## src/rtl/hazard_ctrl.sv

```systemverilog
// hazard_ctrl: hazard detection and pipeline control for the 5-stage core.
// Compares the ID-stage source registers against the EX/MEM/WB destinations and
// drives the stop/flush controls consumed by the pc, if_id, id_ex and ex_mem
// registers, plus the operand forwarding selects.
//
// Optional feature macro: FWD_EN
//   defined   : EX > MEM > WB forwarding; only load-use stalls (one bubble)
//   undefined : no forwarding; any hit stalls 3/2/1 cycles for EX/MEM/WB
//
// Ports:
//   clk, rst_n                       clock, async active-low reset
//   id_rs1/id_rs2, id_re1/id_re2     ID source registers and read enables
//   ex_/mem_/wb_wr, ex_/mem_/wb_we   per-stage destination and write enable
//   ex_rf_wesl                       EX write-back source select (load marker)
//   ex_branch_taken                  redirect from EX
//   mem_busy                         data memory not ready, freeze everything
//   pc_stop .. ex_mem_stop           hold the corresponding register
//   if_id_flush, id_ex_flush         load a bubble
//   fwd_sel1, fwd_sel2               0 regfile, 1 EX, 2 MEM, 3 WB
//   stall_cycles                     saturating count of hazard-stall cycles
module hazard_ctrl #(
  parameter logic [1:0]  LOAD_SEL = 2'b01,
  parameter int unsigned CNT_W    = 32
) (
  input  logic             clk,
  input  logic             rst_n,
  input  logic [4:0]       id_rs1,
  input  logic [4:0]       id_rs2,
  input  logic             id_re1,
  input  logic             id_re2,
  input  logic [4:0]       ex_wr,
  input  logic [4:0]       mem_wr,
  input  logic [4:0]       wb_wr,
  input  logic             ex_we,
  input  logic             mem_we,
  input  logic             wb_we,
  input  logic [1:0]       ex_rf_wesl,
  input  logic             ex_branch_taken,
  input  logic             mem_busy,
  output logic             pc_stop,
  output logic             if_id_stop,
  output logic             id_ex_stop,
  output logic             ex_mem_stop,
  output logic             if_id_flush,
  output logic             id_ex_flush,
  output logic [1:0]       fwd_sel1,
  output logic [1:0]       fwd_sel2,
  output logic [CNT_W-1:0] stall_cycles
);

  typedef enum logic {RUN = 1'b0, STALL = 1'b1} state_e;

  state_e             state_q, state_d;
  logic [1:0]         stall_cnt_q, stall_cnt_d;
  logic [CNT_W-1:0]   stall_cycles_q, stall_cycles_d;

  logic hit_ex1, hit_mem1, hit_wb1;
  logic hit_ex2, hit_mem2, hit_wb2;
  logic [1:0] fsel1_c, fsel2_c;
  logic [1:0] need_n_c;   // required stall length, 0 = no hazard

  // Register hits; x0 never hazards
  assign hit_ex1  = id_re1 & ex_we  & (ex_wr  != 5'd0) & (ex_wr  == id_rs1);
  assign hit_mem1 = id_re1 & mem_we & (mem_wr != 5'd0) & (mem_wr == id_rs1);
  assign hit_wb1  = id_re1 & wb_we  & (wb_wr  != 5'd0) & (wb_wr  == id_rs1);
  assign hit_ex2  = id_re2 & ex_we  & (ex_wr  != 5'd0) & (ex_wr  == id_rs2);
  assign hit_mem2 = id_re2 & mem_we & (mem_wr != 5'd0) & (mem_wr == id_rs2);
  assign hit_wb2  = id_re2 & wb_we  & (wb_wr  != 5'd0) & (wb_wr  == id_rs2);

`ifdef FWD_EN
  // Nearest producer wins; only a load in EX cannot be forwarded yet
  always_comb begin
    fsel1_c  = hit_ex1 ? 2'd1 : hit_mem1 ? 2'd2 : hit_wb1 ? 2'd3 : 2'd0;
    fsel2_c  = hit_ex2 ? 2'd1 : hit_mem2 ? 2'd2 : hit_wb2 ? 2'd3 : 2'd0;
    need_n_c = ((hit_ex1 | hit_ex2) && (ex_rf_wesl == LOAD_SEL)) ? 2'd1 : 2'd0;
  end
`else
  logic [1:0] n1_c, n2_c;
  logic       unused_wesl;
  assign unused_wesl = ^{ex_rf_wesl, LOAD_SEL};

  // Wait until the nearest producer has retired through WB; worst operand wins
  always_comb begin
    fsel1_c  = 2'd0;
    fsel2_c  = 2'd0;
    n1_c     = hit_ex1 ? 2'd3 : hit_mem1 ? 2'd2 : hit_wb1 ? 2'd1 : 2'd0;
    n2_c     = hit_ex2 ? 2'd3 : hit_mem2 ? 2'd2 : hit_wb2 ? 2'd1 : 2'd0;
    need_n_c = (n1_c > n2_c) ? n1_c : n2_c;
  end
`endif

  logic pc_stop_c, if_id_stop_c, id_ex_stop_c, ex_mem_stop_c;
  logic if_id_flush_c, id_ex_flush_c;
  logic stall_c;

  // Next state and Mealy controls: busy > redirect > stall
  always_comb begin
    state_d        = state_q;
    stall_cnt_d    = stall_cnt_q;
    pc_stop_c      = 1'b0;
    if_id_stop_c   = 1'b0;
    id_ex_stop_c   = 1'b0;
    ex_mem_stop_c  = 1'b0;
    if_id_flush_c  = 1'b0;
    id_ex_flush_c  = 1'b0;
    stall_c        = 1'b0;

    if (mem_busy) begin
      pc_stop_c     = 1'b1;
      if_id_stop_c  = 1'b1;
      id_ex_stop_c  = 1'b1;
      ex_mem_stop_c = 1'b1;
    end else if (ex_branch_taken) begin
      // Redirect kills the stalled ID instruction as well
      if_id_flush_c = 1'b1;
      id_ex_flush_c = 1'b1;
      state_d       = RUN;
      stall_cnt_d   = 2'd0;
    end else if (state_q == STALL) begin
      stall_c     = 1'b1;
      stall_cnt_d = stall_cnt_q - 2'd1;
      if (stall_cnt_q <= 2'd1) begin
        state_d     = RUN;
        stall_cnt_d = 2'd0;
      end
    end else if (need_n_c != 2'd0) begin
      stall_c     = 1'b1;
      stall_cnt_d = need_n_c - 2'd1;
      state_d     = (need_n_c > 2'd1) ? STALL : RUN;
    end

    if (stall_c) begin
      pc_stop_c     = 1'b1;
      if_id_stop_c  = 1'b1;
      id_ex_flush_c = 1'b1;
    end
  end

  // Saturating performance counter
  always_comb begin
    stall_cycles_d = stall_cycles_q;
    if (stall_c && (stall_cycles_q != {CNT_W{1'b1}}))
      stall_cycles_d = stall_cycles_q + CNT_W'(1);
  end

  always_ff @(posedge clk or negedge rst_n) begin
    if (!rst_n) begin
      state_q        <= RUN;
      stall_cnt_q    <= 2'd0;
      stall_cycles_q <= '0;
    end else begin
      state_q        <= state_d;
      stall_cnt_q    <= stall_cnt_d;
      stall_cycles_q <= stall_cycles_d;
    end
  end

  // Reset forces all controls inactive immediately
  assign pc_stop      = rst_n & pc_stop_c;
  assign if_id_stop   = rst_n & if_id_stop_c;
  assign id_ex_stop   = rst_n & id_ex_stop_c;
  assign ex_mem_stop  = rst_n & ex_mem_stop_c;
  assign if_id_flush  = rst_n & if_id_flush_c;
  assign id_ex_flush  = rst_n & id_ex_flush_c;
  assign fwd_sel1     = rst_n ? fsel1_c : 2'd0;
  assign fwd_sel2     = rst_n ? fsel2_c : 2'd0;
  assign stall_cycles = stall_cycles_q;

endmodule

```

## config.mk

```make
export PLATFORM = sky130hd
export DESIGN_NAME = hazard_ctrl
export DESIGN_NICKNAME = d
export VERILOG_FILES = /design/src/rtl/hazard_ctrl.sv
export SDC_FILE = /design/constraint.sdc
export NUM_CORES = 1
export LEC_CHECK = 0
export ABC_AREA = 1
export ABC_CLOCK_PERIOD_IN_PS = 3470
export BUFFER_PORTS_ARGS = -buffer_cell sky130_fd_sc_hd__buf_4
export CAP_MARGIN = 10
export CORE_ASPECT_RATIO = 0.8
export CORE_UTILIZATION = 30
export CTS_CLUSTER_SIZE = 30
export DETAILED_ROUTE_END_ITERATION = 8
export PLACE_DENSITY_LB_ADDON = 0.15
export SYNTH_ARGS = -nofsm -noshare
export SYNTH_HDL_FRONTEND = slang
export SYNTH_SLANG_ARGS = --single-unit
```

## constraint.sdc

```tcl
create_clock -name clk -period 3.47 [get_ports clk]
set_input_delay 0.694 -clock clk [delete_from_list [all_inputs] [get_ports clk]]
set_output_delay 0.694 -clock clk [all_outputs]
set_load 0.01 [all_outputs]
```

==> flow_summary.toml <==
[synth]
synth_edf_count = 0
synthArstFlopShare = 1.00
ys_seq_area_frac = 0.294
avgSynthCellArea_um2 = 6.28
mappedNetlistArea_mm2 = 0.00298
synth-seq-cells = 35
synth_ff_type = "dfrtp_1"
syn_inst = 474
ys_warn_count = 0
synth.distinct_cells = 31

[floorplanning]
chipWidth_um = 113
ioPinCount = 78
start_util = 0.309
die_area_mm2 = 0.0103
core-area_mm2 = 0.00965
num_rows = 32
die_h_um = 91.1

[sta]
fin_tns_setup_ns = 0
clock_skew_ns = 0.00135
fin_crit_sh = 0.992
setup_viol = 0
worst_slew_pin_slew_ns = 0.554
max_freq_mhz = 290
maxSlewHeadroom = 0.627
hold_viol = 0
period_minus_slack_ns = 3.44
report.final.slew_viol_count = 0
rsz0062_at_grt = "true"

[clock_tree]
clock_latency_ns = 0.27
path_clk_slew_ns = 0.05
cts_root_buffer = "clkbuf_16"
cts_buffers = 5
tritoncts = "yes"
clock_sinks = 35
clk_path_buf_depth = 2
cts-htree-levels = 2

[route]
wl_per_cell_um = 13.1
antenna_left = 0
num_vias = 3416
first_pass_iters = 5
drt_wl_total_um = 9530
drt_iter0_markers = 173
viasPerCell = 4.69
drc = 0

[pwr]
switching_power_w = 0.000565
p_leak_nw = 2.25
clkPwrFrac = 0.268
p_total_w = 0.00159
power_density_mw_per_mm2 = 360
max-vdd-ir-drop_mv = 0.182
power_frac_seq = 0.359
p_sw_frac = 0.354
power.internal_w = 0.00103
power_frac_comb = 0.373

[setup_path]
reg2reg_depth = 12
endpoint_kind = "primary output"
crit_start = "ex_wr[2]"
r2r_slack_ns = 1.14
cp_data_arrival_time_ns = 2.75
r2r_start = "stall_cycles[1]"
cp_max_fo = 3
required_ns = 2.78
timing.rr.end = "stall_cycles[6]"
critical_path_class = "input pin to primary output"
start_kind = "input pin"

[layout]
multi_input_area_mm2 = 0.00196
drive_gt1_frac = 0.334
fin_cells = 729
num-nets-final = 634
finalCoreUtilization = 0.459
num_antenna_cells = 0
fill_cells = 1022
regArea_um2 = 876
final_area_mm2 = 0.00443
syn_to_final_growth_pct = 48.8

[hold_path]
min_to = "stall_cnt_q[0]"
hold_path_class = "register to register"
hold_path_depth = 2
min_from = "stall_cnt_q[0]"

[place]
gp_congestion = 0.844
io_buffers = 71
place_area_mm2 = 0.00383
hpwl_um = 7190
placed_cells = 700

[global_route]
grt-ovfl-total = 0
first_global_vias = 3182
antenna_found_initial = 0
grt_max_degree = 36
grt_use_total = 0.188
grt_pass1_wl_um = 15400

[job]
cap_viol_max_count = 0

[run_status]
run_status = "complete, no violations"
area by class of cell:
type / instances / share of cell area
clock inverter: 1 / 0.00113
clock buffer: 7 / 0.0299
multi-input combinational: 367 / 0.443
sequential: 35 / 0.198
tap: 136 / 0.0384
inverter: 64 / 0.0616
timing repair buffer: 119 / 0.229
worst max-delay path, stage by stage:
cell      delay, ns
buf_4          0.13
inv_4          0.06
nand2_1        0.06
a21oi_2        0.18
nand3_2        0.13
a21boi_2       0.17
ha_1           0.28
nand2_1        0.07
o21a_1         0.14
inv_1          0.05
nand3_2        0.05
nand2_2        0.08
ha_4           0.16
nand2_2        0.07
nand2_2        0.05
nor2_2         0.10
nor2_1         0.06
nor2_1         0.08
buf_4          0.12
how the worst max path moves through the flow:
stage	end	slack, ns	cells after the start
after floorplan	id_ex_flush	0.03	17
after global placement	id_ex_flush	-0.21	20
after detailed placement	if_id_stop	-0.21	18
after CTS	id_ex_flush	-0.05	21
after global routing	id_ex_flush	-0.17	24
final	id_ex_flush	0.03	19
cell families after synthesis:
group | share of synthesized area
buf+inv | 0.113
compound gates | 0.0706
other cells | 0.00126
simple gates | 0.417
fa+ha+maj | 0.0252
flops | 0.294
xor+xnor | 0.0790
placed cells by master, fill, tap and decap left out, types with 3 or more instances in the layout:
| cell | count |
|---|---|
| nor2_4 | 3 |
| clkbuf_16 | 7 |
| nand2_2 | 13 |
| nand3_1 | 16 |
| o21ai_2 | 9 |
| nand2_1 | 179 |
| xor2_1 | 20 |
| ha_1 | 3 |
| buf_6 | 12 |
| nor4_1 | 3 |
| inv_4 | 6 |
| conb_1 | 4 |
| nor2_2 | 8 |
| dfrtp_1 | 35 |
| nor2_1 | 36 |
| nor3_1 | 21 |
| nand4_1 | 8 |
| o21ai_1 | 4 |
| o21ai_0 | 6 |
| inv_1 | 44 |
| nand3_2 | 6 |
| buf_4 | 101 |
| xnor2_1 | 5 |
| inv_2 | 12 |
through the flow:
stage / hold WS (ns) / setup WS, ns
2_1_floorplan: 0.398 / 0.0280
3_3_place_gp: 0.498 / -0.210
3_5_place_dp: 0.510 / -0.214
4_1_cts: 0.523 / -0.0541
5_1_grt: 0.560 / -0.175
6_report: 0.522 / 0.0272
power groups by stage:
stage / clock [W] / sequential (W) / combinational, W
3_5_place_dp: 0 / 0.000579 / 0.000530
3_3_place_gp: 0 / 0.000577 / 0.000523
2_1_floorplan: 0 / 0.000585 / 0.000268
5_1_grt: 0.000462 / 0.000591 / 0.000663
4_1_cts: 0.000439 / 0.000572 / 0.000563
6_report: 0.000428 / 0.000572 / 0.000594
per-layer routing:
layer	part of all wire	up-vias	wire, um	GRT usage
li1	-	1721	-	-
met2	0.45	98	4250	0.292
met5	0	-	0	0
met1	0.49	1589	4660	0.270
met3	0.054	8	515	0.0320
met4	0.011	0	109	0.0406
Yosys cell counts, types with 3 or more instances:
cell type	number	area, um2
xnor2_1	5	43.8
nor3_1	22	110
o22ai_1	3	18.8
nand2_1	192	721
buf_4	8	60.1
nand4_1	8	50.1
nor4_1	3	18.8
inv_1	63	236
nand3_1	23	115
o21ai_2	9	78.8
buf_6	3	33.8
o21ai_0	10	50.1
nor2_1	46	173
a21oi_1	4	20.0
xor2_1	20	175
dfrtp_1	35	876
ha_1	6	75.1
what timing repair did:
action / CTS / global route
setup buffers: 14 / 8
gates cloned: 0 / 2
pin swaps: 29 / 32
hold buffers: 0 / 0
resized for setup: 49 / 51
endpoints found under the setup margin: 3 / 37
registers in the layout, indices dropped and copies added (netlist names):
name,cells
stall_cycles,32
state_q,1
stall_cnt_q,2
Note: power is estimated with default switching activity, not from simulation.
